## src/rtl/set_mode_controller.sv

```systemverilog
// set_mode_controller: clock field-select FSM with key edge detection,
// increment auto-repeat, field blink and inactivity timeout back to run.
module set_mode_controller #(
   parameter int TIMEOUT_TICKS = 10,
   parameter int HOLD_TICKS = 2
) (
   input  logic       clk,
   input  logic       cr,
   input  logic       tick,
   input  logic       key_mode,
   input  logic       key_inc,
   output logic [1:0] clock_set_select,
   output logic       set_confirm,
   output logic       blink,
   output logic       timeout
);
   localparam int HW = $clog2(HOLD_TICKS + 2);
   localparam int IW = $clog2(TIMEOUT_TICKS + 2);
   localparam logic [HW-1:0] HOLD_MAX = HW'(HOLD_TICKS);
   localparam logic [IW-1:0] IDLE_MAX = IW'(TIMEOUT_TICKS);
   localparam logic [IW-1:0] IDLE_LAST = IW'(TIMEOUT_TICKS - 1);
   typedef enum logic [1:0] {RUN = 2'b00, SET_SEC = 2'b01, SET_MIN = 2'b10, SET_HOUR = 2'b11} state_t;
   state_t state, state_n;
   logic mode_q, inc_q;
   logic [HW-1:0] hold_cnt, hold_n;
   logic [IW-1:0] idle_cnt, idle_n;
   logic confirm_n, blink_n, timeout_n;
   logic mode_edge, inc_edge, in_set, repeat_fire, expire, change;
   always_comb begin
      mode_edge = key_mode & ~mode_q;
      inc_edge = key_inc & ~inc_q;
      in_set = state != RUN;
      repeat_fire = in_set & key_inc & ~inc_edge & tick & (hold_cnt == HOLD_MAX);
      // any key activity or a repeat strobe on the final idle tick cancels the timeout
      expire = in_set & tick & (idle_cnt == IDLE_LAST) & ~mode_edge & ~inc_edge & ~repeat_fire;
      state_n = mode_edge ? state_t'(state + 2'd1) : expire ? RUN : state;
      change = state_n != state;
      confirm_n = in_set & ~mode_edge & (inc_edge | repeat_fire);
      timeout_n = expire;
      blink_n = (change | ~in_set) ? 1'b0 : blink ^ tick;
      hold_n = (change | ~in_set | ~key_inc | inc_edge) ? '0 :
               (tick && hold_cnt != HOLD_MAX) ? hold_cnt + 1'b1 : hold_cnt;
      idle_n = (change | ~in_set | mode_edge | inc_edge | set_confirm) ? '0 :
               (tick && idle_cnt != IDLE_MAX) ? idle_cnt + 1'b1 : idle_cnt;
   end
   always_ff @(posedge clk) begin
      mode_q <= key_mode;
      inc_q <= key_inc;
      if (!cr) begin
         state <= RUN;
         set_confirm <= 1'b0;
         blink <= 1'b0;
         timeout <= 1'b0;
         hold_cnt <= '0;
         idle_cnt <= '0;
      end else begin
         state <= state_n;
         set_confirm <= confirm_n;
         blink <= blink_n;
         timeout <= timeout_n;
         hold_cnt <= hold_n;
         idle_cnt <= idle_n;
      end
   end
   assign clock_set_select = state;
endmodule

```

## config.mk

```make
export PLATFORM = sky130hd
export DESIGN_NAME = set_mode_controller
export DESIGN_NICKNAME = d
export VERILOG_FILES = /design/src/rtl/set_mode_controller.sv
export SDC_FILE = /design/constraint.sdc
export NUM_CORES = 1
export LEC_CHECK = 0
export BUFFER_PORTS_ARGS = -buffer_cell sky130_fd_sc_hd__buf_4
export CORE_AREA = 5 5 42 44
export CTS_BUF_LIST = sky130_fd_sc_hd__clkbuf_16
export CTS_CLUSTER_SIZE = 28
export DETAILED_ROUTE_END_ITERATION = 12
export DIE_AREA = 0 0 47 49
export PLACE_DENSITY = 0.69
export RECOVER_POWER = 25
export SETUP_SLACK_MARGIN = 0.4
export SKIP_LAST_GASP = 1
export SYNTH_ARGS = -nofsm -noshare
export SYNTH_HDL_FRONTEND = slang
export SYNTH_SLANG_ARGS = --single-unit
```

## constraint.sdc

```tcl
create_clock -name clk -period 3.1 [get_ports clk]
set_input_delay 0.31 -clock clk [delete_from_list [all_inputs] [get_ports clk]]
set_output_delay 0.31 -clock clk [all_outputs]
set_load 0.1 [all_outputs]
```

==> summary.md, run 1 <==
| Metric | Value |
|---|---|
| Critical Path Max Stage Delay | 0.87 ns |
| Die Y | 49 um |
| FP Rows | 14 |
| Crit-path slowest cell | clkbuf_1 |
| Bufs on Longest Clock Path | 2 |
| Final wirelength | 1.20 mm |
| TNS Setup | 0 ns |
| Adder-Cell Fraction of Synth Area | 9.80% |
| Cell family contributing the most delay on the critical path | buffers and inverters |
| R2r setup slk | 1.43 ns |
| Peak supply drop | 0.320 mV |
| Initial DRC count | 7 |
| Setup Viol. Count Final | 0 |
| Fin Hold WS | 0.221 ns |
| RSZ-0062 raised after global routing | no |
| Vias post-DR | 496 |
| Post-Synthesis Cells | 68 |
| Total CTS buffers | 3 |
| Pins over their slew limit | 0 |
| Post-Synthesis Net Count | 78 |
| Die Area | 2300 um^2 |
| P per Cell Area | 594 nW/um^2 |
| Commonest cells post-synth | dfxtp_1 (13), inv_1 (6), ha_1 (5), nand2_1 (5) |
| Clock Pin Slew Worst Setup and Hold Paths | 0.04 ns |
| Top Ports | 10 |
| Leakage | 0.305 nW |
| Yosys top cell by area | dfxtp_1 |
| Synth top area share | 40.8% |
| Antenna violations before repair | 0 |
| Area of the multi-input gates | 348 um^2 |
| CP Max Fanout | 2 |
| Main synth FF type | dfxtp_1 |
| I/O Buffers | 9 |
| Number of post-CTS setup repair buffers | 0 |
| WL per Instance | 12.5 um |
| Post-layout min period | 1.75 ns |
| Mean Syn Cell Area | 9.38 um^2 |
| Worst skew pair latency | 0.24 ns |
| HP Class | input port to register |
| Post-cts sizing count | 0 |
| RD Place Congestion | 0.758 |
| Most frequent cell after synthesis | dfxtp_1 |
| Nets | 91 |
| Mux contribution to synthesized area | 0% |
| Synth Register Bits | 13 |
| Number of global-route vias before repair | 501 |
| DIE WIDTH | 47 um |
| CTS root buf | clkbuf_16 |
| FILL cells | 139 |
| Yosys warnings | 0 |
| Slew @ Worst Pin | 1.17 ns |
| Startpoint types | register |
| Area growth syn-to-layout | 22.5% |
| Initial Util | 45.5% |
| First-pass GRT wire length | 2.13 mm |
| Achievable Freq | 0.571 GHz |
| H-tree Lvls | 1 |
| Xor/xnor share of the synthesized area | 5.49% |
| Hold violation count in the final report | 0 |
| Post-DP HPWL | 928 um |
| Largest net degree at the start of global routing | 9 |
| Post-route DRC | 0 |
| Max cap viols | 0 |
| First-pass DRT Iterations | 2 |
| Fraction of registers with async set or reset after synthesis | 0% |
| Sequential Area | 260 um^2 |
| Post-synth EDFFs | 0 |
| Via density | 5.17 |
| Outcome | complete, no violations |
| Clock sinks | 13 |
| WP data required | 2.79 ns |
| Post-Syn Area | 638 um^2 |
| Critical path type | register to primary output |
| Largest family of logic cells by synthesized area | simple AND/OR/NAND/NOR gates |
| Buf/Inv on CP | 1 |
| Cts-stage hold buffer count | 0 |
| Fin crit share | 56.5% |
| Seq/Total Area, Yosys | 40.8% |
| Main area contributors after synthesis | dfxtp_1 (41%), ha_1 (9.8%), xnor2_1 (4.1%) |
| Layout Skew | 0.00147 ns |
| GRT Overall Usage | 12.6% |
| CP Cell Sequence | clkbuf_1 |
| Worst slew margin | 22.3% |
| Crit path arrival time | 1.44 ns |
| Grt ovf | 0 |
| Antenna cells | 0 |
| CTS tree | yes |
| Core area | 1400 um^2 |
| Simple-gate share of the synthesized area | 27.6% |
| Routed Antenna Nets | 0 |
| Layout cell share with drive strength beyond 1 | 16.3% |
| CP Capture Type | primary output |
| Number of library cell types mapped by synthesis | 28 |
| Synth Area in Compound Gates | 11.6% |
==> power by group <==
part           switching (mW)  leakage (nW)  internal [mW]  total (mW)
clock network          0.0657        0.0423          0.170       0.235
registers             0.00350         0.106          0.173       0.176
logic                  0.0378         0.156         0.0153      0.0531
total                   0.107         0.305          0.358       0.465
==> metal layers <==
metal	vias up	global-route usage (%)	part of all wire [%]
met4	0	6.91	1.9
met5	-	0	0
met3	4	3.32	2.1
li1	264	-	-
met1	221	15.6	49
met2	7	19.0	47
==> sequential cells by signal, indices dropped and copies added (netlist names) <==
| name | cells |
|---|---|
| idle_cnt | 4 |
| hold_cnt | 2 |
| clock_set_select | 2 |
| blink | 1 |
| set_confirm | 1 |
| mode_q | 1 |
| timeout | 1 |
| inc_q | 1 |
==> layout by cell type (no fill, tap or decap), types with 2 or more instances in the layout <==
master     instances
nor4_1             2
clkbuf_1           4
nand3_1            3
a21oi_1            3
or3_4              2
dfxtp_1           13
xnor2_1            3
ha_1               5
nor3_1             4
nand2_1            5
buf_4              5
nand2b_1           2
clkbuf_16          3
nor2_1             4
inv_1              7
==> cell families (layout without fill, tap and decap cells) <==
| family | Yosys count | count (layout) |
|---|---|---|
| buffers and inverters | 7 | 19 |
| AOI/OAI and AO/OA | 9 | 9 |
| DFF | 13 | 13 |
| and+or+nand+nor | 30 | 30 |
| xor gates and xnor gates | 4 | 4 |
| adders and majority gates | 5 | 5 |
==> area by class of cell <==
type	instances	share of cell area [%]
clock buffers	3	9.60
well taps	16	2.56
multi-input cells	48	44.5
clock inverters	1	0.480
repair buffers	9	6.72
inverters	6	2.88
flip-flops and latches	13	33.3
==> stage by stage <==
| step | area [um^2] | power, mW | setup slack [ns] | instances | util (%) |
|---|---|---|---|---|---|
| floorplan | 638 | 0.220 | 0.765 | 68 | - |
| global placement | 718 | 0.233 | 1.46 | 92 | 51.2 |
| detailed placement | 718 | 0.234 | 1.42 | 92 | 51.2 |
| CTS | 797 | 0.470 | 1.40 | 96 | 56.9 |
| global route | 782 | 0.487 | 1.28 | 96 | 55.8 |
| finish | 782 | 0.465 | 1.35 | 96 | 55.8 |
==> worst register-to-register path, cell delays in order, from the launching register on <==
cell	delay (ns)
dfxtp_1	0.34
inv_1	0.10
ha_1	0.22
inv_1	0.10
nand3_1	0.18
or3_4	0.40
a2111oi_2	0.21
==> path summary, 6_finish.rpt <==
kind / from / endpoint / cells after the start
max: set_confirm / set_confirm / 1
min reg2reg: inc_q / hold_cnt[0] / 2
max reg2reg: clock_set_select[0] / idle_cnt[1] / 6
min: key_mode / mode_q / 1
Power figures use the tool's default switching activity.
==> inputs of run 2 (changes only) <==
==> constraint.sdc (replaced) <==
create_clock -name clk -period 1.8 [get_ports clk]
set_input_delay 0.18 -clock clk [delete_from_list [all_inputs] [get_ports clk]]
set_output_delay 0.18 -clock clk [all_outputs]
set_load 0.1 [all_outputs]
==> summary.md, run 2 (synthesized netlist as in run 1, its figures left out) <==
| Metric | Value |
|---|---|
| Most common cell after layout, fill and taps aside | buf_4 |
| DIE WIDTH | 47 um |
| Pins over their slew limit | 0 |
| Max cap viols | 0 |
| CTS tree | yes |
| Leakage | 0.359 nW |
| Cts-stage hold buffer count | 0 |
| Vias post-DR | 543 |
| Commonest non-fill, non-tap cells in the layout | buf_4 (11), dfxtp_1 (8), nand2_1 (5), nor3_2 (4), nor2_1 (4) |
| Critical Path Max Stage Delay | 0.41 ns |
| Antenna cells | 0 |
| Layout Skew | 0.000742 ns |
| Crit-path slowest cell | or3_4 |
| Worst-case hold path end point | mode_q |
| Reg2reg start | clock_set_select[1] |
| Largest net degree at the start of global routing | 9 |
| PnR worst setup slack | 0.219 ns |
| Setup Viol. Count Final | 0 |
| Initial Util | 45.5% |
| Max reg flops | 4 |
| First-pass DRT Iterations | 4 |
| Critical path type | register to register |
| Hold violation count in the final report | 0 |
| Hold Path Depth | 1 |
| Antenna violations before repair | 0 |
| RD Place Congestion | 0.756 |
| Die Y | 49 um |
| TNS Setup | 0 ns |
| Clock Pin Slew Worst Setup and Hold Paths | 0.04 ns |
| CP Max Fanout | 7 |
| Via density | 5.27 |
| Post-layout min period | 1.58 ns |
| Layout cell share with drive strength beyond 1 | 48.3% |
| Worst Reg-to-Reg Cells | 7 |
| P per Cell Area | 885 nW/um^2 |
| Total CTS buffers | 3 |
| Area growth syn-to-layout | 47.3% |
| Final wirelength | 1.39 mm |
| GRT Overall Usage | 12.8% |
| First-pass GRT wire length | 2.11 mm |
| WL per Instance | 13.5 um |
| Worst setup path start | clock_set_select[1] |
| FP Rows | 14 |
| Worst r2r dst | hold_cnt[0] |
| Fin util | 67.1% |
| CP Cell Sequence | inv_4 -> ha_4 -> and4b_1 -> or3_4 -> a21oi_4 -> buf_12 -> nor4_2 |
| RSZ-0062 raised after global routing | yes |
| Post-DP HPWL | 869 um |
| Achievable Freq | 0.633 GHz |
| Outcome | complete, no violations |
| HP Class | input port to register |
| Sequential Area | 272 um^2 |
| Top Ports | 10 |
| Startpoint types | register |
| Clock sinks | 13 |
| H-tree Lvls | 1 |
| Core area | 1400 um^2 |
| Bufs on Longest Clock Path | 2 |
| CP Capture Type | register |
| Grt ovf | 0 |
| WP data required | 1.93 ns |
| R2r setup slk | 0.22 ns |
| Worst skew pair latency | 0.24 ns |
| FILL cells | 109 |
| Hold_sp | key_mode |
| Crit path arrival time | 1.71 ns |
| Slew @ Worst Pin | 0.539 ns |
| I/O Buffers | 9 |
| Area of the multi-input gates | 422 um^2 |
| Post-route DRC | 0 |
| Fin crit share | 87.8% |
| CTS root buf | clkbuf_16 |
| Number of global-route vias before repair | 489 |
| Peak supply drop | 0.506 mV |
| Die Area | 2300 um^2 |
| Routed Antenna Nets | 0 |
| Most flop-heavy register | idle_cnt |
| Pre-CTS setup slack | 0.250 ns |
| Worst slew margin | 64.2% |
| Nets | 98 |
| Initial DRC count | 17 |
==> run 2: cell count changes in the layout (fill, tap and decap cells not counted), moves of 3 or more <==
| cell | change |
|---|---|
| buf_4 | +6 |
| nor3_1 | -4 |
| inv_1 | -5 |
| dfxtp_1 | -5 |
| dfxtp_2 | +3 |
| nor3_2 | +4 |
| inv_2 | +3 |
==> run 2: stage by stage <==
| stage | std cells | hold slack, ns | total power [mW] | area, um^2 |
|---|---|---|---|---|
| 4_1_cts | 99 | 0.0556 | 0.828 | 878 |
| 2_1_floorplan | 68 | 0.208 | 0.388 | 673 |
| 3_3_place_gp | 92 | 0.301 | 0.411 | 753 |
| 5_1_grt | 103 | 0.0897 | 0.868 | 940 |
| 6_report | 103 | 0.0864 | 0.832 | 940 |
| 3_5_place_dp | 92 | 0.302 | 0.412 | 753 |
==> run 2: final cells by class <==
type	instances	area share [%]
clock inverters	1	0.399
clock buffers	3	7.99
repair buffers	16	12.8
multi-input cells	48	44.9
well taps	16	2.13
flip-flops and latches	13	28.9
inverters	6	2.93
==> run 2: report_power, final <==
part / leakage (nW) / switching [mW] / internal (mW) / total, mW
combinational: 0.208 / 0.0771 / 0.0400 / 0.117
sequential: 0.109 / 0.00650 / 0.297 / 0.304
clock: 0.0423 / 0.118 / 0.293 / 0.411
==> run 2: per-layer routing <==
layer / vias up / wire length, um / GRT usage, %
met5: - / 0 / 0
li1: 276 / - / -
met1: 254 / 620 / 16.5
met2: 8 / 675 / 18.1
met4: 0 / 44 / 9.68
met3: 5 / 46 / 2.21
==> run 2: repair_timing <==
action | CTS | global route
cloned | 0 | 0
pin swaps | 2 | 3
buffers inserted | 3 | 4
resized for setup | 9 | 6
setup endpoints to repair | 7 | 8
==> run 2: worst max path at each step <==
stage | end | cells after the start
floorplan | hold_cnt[0] | 6
global placement | hold_cnt[1] | 6
detailed placement | hold_cnt[0] | 6
CTS | hold_cnt[1] | 6
global route | hold_cnt[1] | 7
finish | hold_cnt[0] | 7
==> run 2: worst max-delay path, delay by kind of cell (launching register included) <==
kind | cells | cell delay (ns)
AOI/OAI and AO/OA | 1 | 0.14
adders and majority gates | 1 | 0.13
buffers and inverters | 2 | 0.20
DFF | 1 | 0.34
and+or+nand+nor | 3 | 0.66
